File: src/rtl/ct_piu_snb_rresp_arb.sv
// Read-response return stage: arbitrates SNB0/SNB1 R-beats into a small FIFO toward
// the core, and acks each burst to its SNB once the burst's last beat is popped.
module ct_piu_snb_rresp_arb #(
  parameter int unsigned UPKB_WIDTH = 535,
  parameter int unsigned FIFO_DEPTH = 2,
  parameter int unsigned PTR_W      = 1
) (
  input  logic                  forever_cpuclk,
  input  logic                  cpurst_b,
  input  logic                  snb0_piu_rvalid,
  input  logic [UPKB_WIDTH-1:0] snb0_piux_rbus,
  input  logic                  snb1_piu_rvalid,
  input  logic [UPKB_WIDTH-1:0] snb1_piux_rbus,
  output logic                  piu_snb0_r_grant,
  output logic                  piu_snb1_r_grant,
  output logic                  piu_core_rvalid,
  output logic [UPKB_WIDTH-1:0] piu_core_rbus,
  input  logic                  core_piu_rready,
  output logic                  piu_snb0_rack,
  output logic                  piu_snb1_rack,
  output logic [4:0]            piu_snbx_rack_sid,
  output logic                  piu_xx_no_op
);

  localparam int unsigned ENT_W     = UPKB_WIDTH + 1;
  localparam int unsigned SRC_BIT   = UPKB_WIDTH;
  localparam int unsigned LAST_BIT  = 5;
  localparam logic [1:0]  ST_IDLE   = 2'd0;
  localparam logic [1:0]  ST_LOCK0  = 2'd1;
  localparam logic [1:0]  ST_LOCK1  = 2'd2;
  localparam logic [PTR_W:0] DEPTH_CNT = (PTR_W+1)'(FIFO_DEPTH);

  logic [1:0]                       r_state;
  logic [1:0]                       w_state_nxt;
  logic                             r_rr_ptr;
  logic                             w_rr_ptr_nxt;
  logic [FIFO_DEPTH-1:0][ENT_W-1:0] r_mem;
  logic [PTR_W-1:0]                 r_wr_ptr;
  logic [PTR_W-1:0]                 r_rd_ptr;
  logic [PTR_W:0]                   r_count;
  logic                             r_rack0;
  logic                             r_rack1;
  logic [4:0]                       r_rack_sid;

  logic             w_empty;
  logic             w_full;
  logic             w_pop;
  logic             w_push;
  logic             w_room;
  logic             w_gnt0;
  logic             w_gnt1;
  logic             w_pop_last;
  logic [ENT_W-1:0] w_head;
  logic [ENT_W-1:0] w_push_ent;

  assign w_empty    = (r_count == '0);
  assign w_full     = (r_count == DEPTH_CNT);
  assign w_head     = r_mem[r_rd_ptr];
  assign w_pop      = !w_empty && core_piu_rready;
  // A full FIFO can still take a beat when the head leaves in the same cycle
  assign w_room     = !w_full || w_pop;
  assign w_push     = w_gnt0 || w_gnt1;
  assign w_push_ent = w_gnt1 ? {1'b1, snb1_piux_rbus} : {1'b0, snb0_piux_rbus};
  assign w_pop_last = w_pop && w_head[LAST_BIT];

  // Arbitration state register
  always_ff @(posedge forever_cpuclk or negedge cpurst_b) begin
    if (!cpurst_b) begin
      r_state  <= ST_IDLE;
      r_rr_ptr <= 1'b0;
    end else begin
      r_state  <= w_state_nxt;
      r_rr_ptr <= w_rr_ptr_nxt;
    end
  end

  // Grant selection and next-state; a lock holds the path until its burst ends
  always_comb begin
    w_state_nxt  = r_state;
    w_rr_ptr_nxt = r_rr_ptr;
    w_gnt0       = 1'b0;
    w_gnt1       = 1'b0;
    case (r_state)
      ST_LOCK0: w_gnt0 = snb0_piu_rvalid && w_room;
      ST_LOCK1: w_gnt1 = snb1_piu_rvalid && w_room;
      default: begin
        if (w_room) begin
          if (snb0_piu_rvalid && snb1_piu_rvalid) begin
            w_gnt0 = !r_rr_ptr;
            w_gnt1 = r_rr_ptr;
          end else begin
            w_gnt0 = snb0_piu_rvalid;
            w_gnt1 = snb1_piu_rvalid;
          end
        end
      end
    endcase
    if (w_gnt0) begin
      if (snb0_piux_rbus[LAST_BIT]) begin
        w_state_nxt  = ST_IDLE;
        w_rr_ptr_nxt = 1'b1;
      end else begin
        w_state_nxt  = ST_LOCK0;
      end
    end else if (w_gnt1) begin
      if (snb1_piux_rbus[LAST_BIT]) begin
        w_state_nxt  = ST_IDLE;
        w_rr_ptr_nxt = 1'b0;
      end else begin
        w_state_nxt  = ST_LOCK1;
      end
    end
  end

  // Return FIFO: entry = {source id, beat}
  always_ff @(posedge forever_cpuclk or negedge cpurst_b) begin
    if (!cpurst_b) begin
      r_mem    <= '0;
      r_wr_ptr <= '0;
      r_rd_ptr <= '0;
      r_count  <= '0;
    end else begin
      if (w_push) begin
        r_mem[r_wr_ptr] <= w_push_ent;
        r_wr_ptr        <= r_wr_ptr + PTR_W'(1);
      end
      if (w_pop) begin
        r_rd_ptr <= r_rd_ptr + PTR_W'(1);
      end
      if (w_push && !w_pop) begin
        r_count <= r_count + (PTR_W+1)'(1);
      end else if (!w_push && w_pop) begin
        r_count <= r_count - (PTR_W+1)'(1);
      end
    end
  end

  // Burst-complete ack, one cycle after the last beat is popped
  always_ff @(posedge forever_cpuclk or negedge cpurst_b) begin
    if (!cpurst_b) begin
      r_rack0    <= 1'b0;
      r_rack1    <= 1'b0;
      r_rack_sid <= 5'd0;
    end else begin
      r_rack0    <= w_pop_last && !w_head[SRC_BIT];
      r_rack1    <= w_pop_last && w_head[SRC_BIT];
      r_rack_sid <= w_pop_last ? w_head[4:0] : 5'd0;
    end
  end

  assign piu_snb0_r_grant  = w_gnt0;
  assign piu_snb1_r_grant  = w_gnt1;
  assign piu_core_rvalid   = !w_empty;
  assign piu_core_rbus     = w_head[UPKB_WIDTH-1:0];
  assign piu_snb0_rack     = r_rack0;
  assign piu_snb1_rack     = r_rack1;
  assign piu_snbx_rack_sid = r_rack_sid;
  assign piu_xx_no_op      = w_empty && !r_rack0 && !r_rack1
                             && !snb0_piu_rvalid && !snb1_piu_rvalid;

endmodule

File: config.mk
export PLATFORM = sky130hd
export DESIGN_NAME = ct_piu_snb_rresp_arb
export DESIGN_NICKNAME = d
export VERILOG_FILES = /design/src/rtl/ct_piu_snb_rresp_arb.sv
export SDC_FILE = /design/constraint.sdc
export NUM_CORES = 2
export LEC_CHECK = 0
export BUFFER_PORTS_ARGS = -buffer_cell sky130_fd_sc_hd__buf_2
export CORE_AREA = 2 2 631 633
export CTS_CLUSTER_SIZE = 40
export DETAILED_ROUTE_END_ITERATION = 12
export DIE_AREA = 0 0 633 635
export HOLD_SLACK_MARGIN = 0.06
export RECOVER_POWER = 25
export SYNTH_ARGS = -nofsm -noshare
export SYNTH_HDL_FRONTEND = slang
export SYNTH_SLANG_ARGS = --single-unit
File: constraint.sdc
create_clock -name forever_cpuclk -period 3.06 [get_ports forever_cpuclk]
set_clock_uncertainty 0.1 [all_clocks]
set_input_delay 0.765 -clock forever_cpuclk [delete_from_list [all_inputs] [get_ports forever_cpuclk]]
set_output_delay 0.765 -clock forever_cpuclk [all_outputs]
set_load 0.02 [all_outputs]
### Word-level counts from Yosys, hierarchy flattened

Cells that the tools add are included.

* add/sub/neg operators: 4
* multiply operators: 0
* divide/modulo/power cells: 0
* $lt $le $gt $ge: 3
* equal/unequal tests: 4
* shifts and indexed selects: 0
* muxes and demuxes: 23
* bitwise operators: 0
* reductions and logical operators: 31

Operator list (count)
* $mux 536: 4
* $bwmux 1072: 1
* $demux 536 s1: 1
* $logic_and 1x1->1: 14
* $logic_not 1->1: 10
* $mux 2: 5
* $mux 1: 9
* $reduce_bool 2->1: 3
* $mux 5: 1
* $eq 2x2->1 const B: 2
* $lt 1x2->1 const B: 2
* $pmux 1 s2: 2
* $reduce_and 3->1: 1
* $add 1x1->1 const B: 2
* $add 2x1->2 const B: 1
* $eq 2x1->1 const B: 1
* $logic_not 2->1: 1
* $logic_or 1x1->1: 2
* $ne 2x2->1 const B: 1
* $sub 2x1->2 const B: 1
* $ge 1x1->1 const B: 1

* register bits after elaboration: 1086
* latch bits: 0
* memory bits (writable): 0
* bits in read-only memories: 0
* input port bits: 1075
* word-level logic and storage cells: 75
* memories: 0

### Depth between registers and ports, before layout

* depth after elaboration: 11
* mapped depth: 11

### Worst setup path after synthesis

OpenSTA, ideal clock, no wires.

* kind: register to output
* start: reg r_rd_ptr
* end: out piu_core_rbus[436]
* arrival: 1.884 ns
* required time: 2.195 ns
* setup slack: 0.311 ns
* stages on the path, launching flop included: 6
* path buffers: 4
* cells stage by stage: dfrtp_1 -> clkbuf_1 -> clkbuf_1 -> clkbuf_1 -> buf_1 -> mux2_2

* longest elaborated chain between the ends: 2

Ends and longest elaborated chain
* start, declared: RTL line 39 `logic [PTR_W-1:0] r_rd_ptr;`
* start signal, assigned: RTL line 128 `r_rd_ptr <= r_rd_ptr + PTR_W'(1);`
* $mux 536 (not written as such) (2 in a row): RTL line 58 `assign w_head = r_mem[r_rd_ptr];`
* end, declared: RTL line 17 `output logic [UPKB_WIDTH-1:0] piu_core_rbus,`

Every way passes these cells. The select of a mux whose other input is x is not followed.

### Worst setup path in the final report

* start: reg r_rd_ptr
* end: out piu_core_rbus[511]

Same word-level chain as after synthesis.

==> impl_results.md <==
- Pleak: 32.55 nW
- Detailed Place HPWL: 302500 µm
- # clock sinks: 1086
- Worst slew pin tran: 1.817 ns
- Vias: 52556
- PnR worst setup slack: -0.4105 ns
- Post-synth EDFFs: 0
- Core ar.: 394800 µm²
- Syn Inst Count: 4287
- Synth Area per Inst: 12.67 µm²
- Vias per cell: 4.371
- First-pass detailed-route iteration total: 6
- P_sw: 0.04483 W
- Clock network power share: 15.9%
- Status: complete, but fails checks
- RSZ-0062 raised after global routing: yes
- Most numerous cell in the Yosys netlist: dfrtp_1
- Tmin final: 3.471 ns
- H-tree Lvls: 4
- DIE HEIGHT: 635 µm
- Synth unique cells: 36
- Yosys top cell area share: 50.02%
- DP Worst Slack: 0.08173 ns
- CTS tree: built
- Final ANT Viol Nets: 0
- Final worst-path cycle share: 113.4%
- Critical path endpoint category: output port
- Sequential area share after synthesis: 50.02%
- Wirelength, routed: 384100 µm
- Nets: 7444
- Residual DRC: 0
- Synthesized Nets: 5365
- Power after layout: 0.1066 W
- Synth Register Bits: 1086
- Power per cell area: 1267 nW/µm²
- Max-slew headroom: -21.13%
- Cell row count: 231
- Synth Flop Type: dfrtp_1
- Post-synth top cells: dfrtp_1 (1086), o221a_2 (870), or3_1 (536)
- Overall Global Routing Usage: 18.06%
- Post-Syn Area: 54330 µm²
- Sequential share of power: 24.3%
- Layout cells sized above 1: 54.51%
- Largest net degree at the start of global routing: 164
- Clock Path Buffers: 4
- Filler cell count: 42604
- Util after Layout: 21.31%
- Number of max-cap violations: 1
- IO buf count: 1620
- Required time of the critical path: 2.19 ns
- Worst setup SP type: flip-flop
- Initial DRC count: 4645
- WL per Instance: 31.95 µm
- Vias in the first global route: 51166
- Reg clk slew, reported paths: 0.06 ns
- Peak supply drop: 0.7857 mV
- Comb power frac: 59.8%
- Failing checks: capacitance limit, slew limit, setup timing
- Hold Fails Final Rpt: 0
- HP Class: in2reg
- WS Path Type: reg2out
- Fmax: 0.2881 GHz
- Yosys top cell by area: dfrtp_1
- Switching share of power: 42.04%
- First-pass GRT wire length: 493100 µm
- Die Wd: 633 µm
- Ys Warns: 0
- Leading post-synthesis cells by cell area: dfrtp_1 (50%), o221a_2 (18%), mux2_2 (11%)
- Initial antenna violation count: 435
- Clock Latency Late Sink: 0.86 ns
- Post-route setup TNS: -144.56 ns
- Starting Density: 13.76%
- I/O pin count: 1621
- Synthesis-to-finish area growth: 54.82%
- Die area: 402000 µm²
- Clock root buffer: clkbuf_16
- Layout Cells excl Fill: 12023
- Power Internal: 0.06179 W
- Total grt overflow: 0
- CTS Buf Count: 143
- CP max FO: 8
- Final Max Tran Viols: 40
- Final setup fails: 605
- Placed insts: 10885
- Post-synth ARST share: 100.0%
- Worst reg2reg setup slack: 0.14 ns
- Placer Congestion: 1.005
- WP data arrival: 2.61 ns
## routing by layer
layer	vias up	global-route usage [%]	wire length (µm)
li1	21526	-	-
met1	26445	19.25	136700
met5	-	0	1875
met2	3090	27.51	167600
met4	252	11.44	27580
met3	1243	10.06	50290
## final cells by class
class	instances	area (µm²)	area share, %
Clock buffer	202	4010	4.767
Tap cell	5242	6559	7.797
Sequential cell	1086	27180	32.32
Antenna cell	309	773.2	0.9192
Multi-Input combinational cell	2721	25870	30.75
Timing Repair Buffer	2410	19180	22.80
Inverter	4	18.77	0.02231
Clock inverter	49	528.0	0.6277
## cell families (layout without fill, tap and decap cells)
logic type	Yosys count	in the layout	share of synthesized area, %
other cells	0	309	0
flops	1086	1086	50.02
mux	536	536	11.11
compound gates	1080	1080	22.29
xor+xnor	5	5	0.08061
simple gates	1097	1097	12.64
fa+ha+maj	3	3	0.06909
buf+inv	480	2665	3.795
## state kept, by name, indices dropped and copies added (netlist names)
name	count
r_mem	1072
piu_snbx_rack_sid	5
r_count	2
r_state	2
piu_snb0_rack	1
piu_snb1_rack	1
r_rd_ptr	1
r_rr_ptr	1
r_wr_ptr	1
## cell usage in the layout (no fill, tap or decap), drive strengths merged, types with 2 or more instances in the layout
cell type       n
a21oi           2
and2            2
buf          1867
bufinv          4
clkbuf        237
clkinv         30
clkinvlp        4
dfrtp        1086
diode         309
dlygate4sd3   508
ha              3
inv            15
mux2          535
nand2           3
nand2b        535
nand3           3
nor2            5
nor2b           6
o21ai           2
o221a        1070
or3           536
xnor2           2
xor2            3
## path summary, 6_finish.rpt
kind / end / cells past startpoint / from
hold / removal: r_mem[283]$_DFFE_PN0P_ / 2 / snb0_piux_rbus[283]
max in group asynchronous: r_mem[811]$_DFFE_PN0P_ / 4 / cpurst_b
setup / recovery: piu_core_rbus[511] / 6 / r_rd_ptr$_DFFE_PN0P_
hold reg to reg: r_count[1]$_DFFE_PN0P_ / 1 / r_count[1]$_DFFE_PN0P_
setup reg to reg: r_mem[328]$_DFFE_PN0P_ / 8 / r_state[1]$_DFFE_PN0N_
min in group asynchronous: r_mem[998]$_DFFE_PN0P_ / 2 / cpurst_b
## timing repair
action / 4_1_cts / 5_1_grt
endpoints found under the setup margin: 534 / 537
buffers inserted: 24 / 9
hold buffers: 508 / 0
hold endpoints to repair: 995 / 0
pin swaps: 0 / 2
resized for setup: 290 / 538
cloned: 20 / 21
## metrics by stage
step           cell area, µm²  hold slack, ns
5_1_grt                 83740          0.1013
3_5_place_dp            69880          0.3766
4_1_cts                 81250         0.06015
3_3_place_gp            69880          0.3614
6_report                84120          0.1394
2_1_floorplan           54330          0.3482
## critical path, stage by stage (launching register included)
cell and delay [ns]:
dfrtp_4 0.54, buf_12 0.16, buf_16 0.14, buf_16 0.18, buf_12 0.16, mux2_4 0.32
buf_6 0.16
## power by group through the flow
stage	combinational [W]	clock [W]	sequential [W]
floorplan	0.0348	0	0.0244
CTS	0.0594	0.0174	0.0256
finish	0.0638	0.0169	0.0259
detailed placement	0.0552	0	0.0256
global route	0.0662	0.0178	0.0266
global placement	0.0547	0	0.0257
Power figures use the tool's default switching activity.
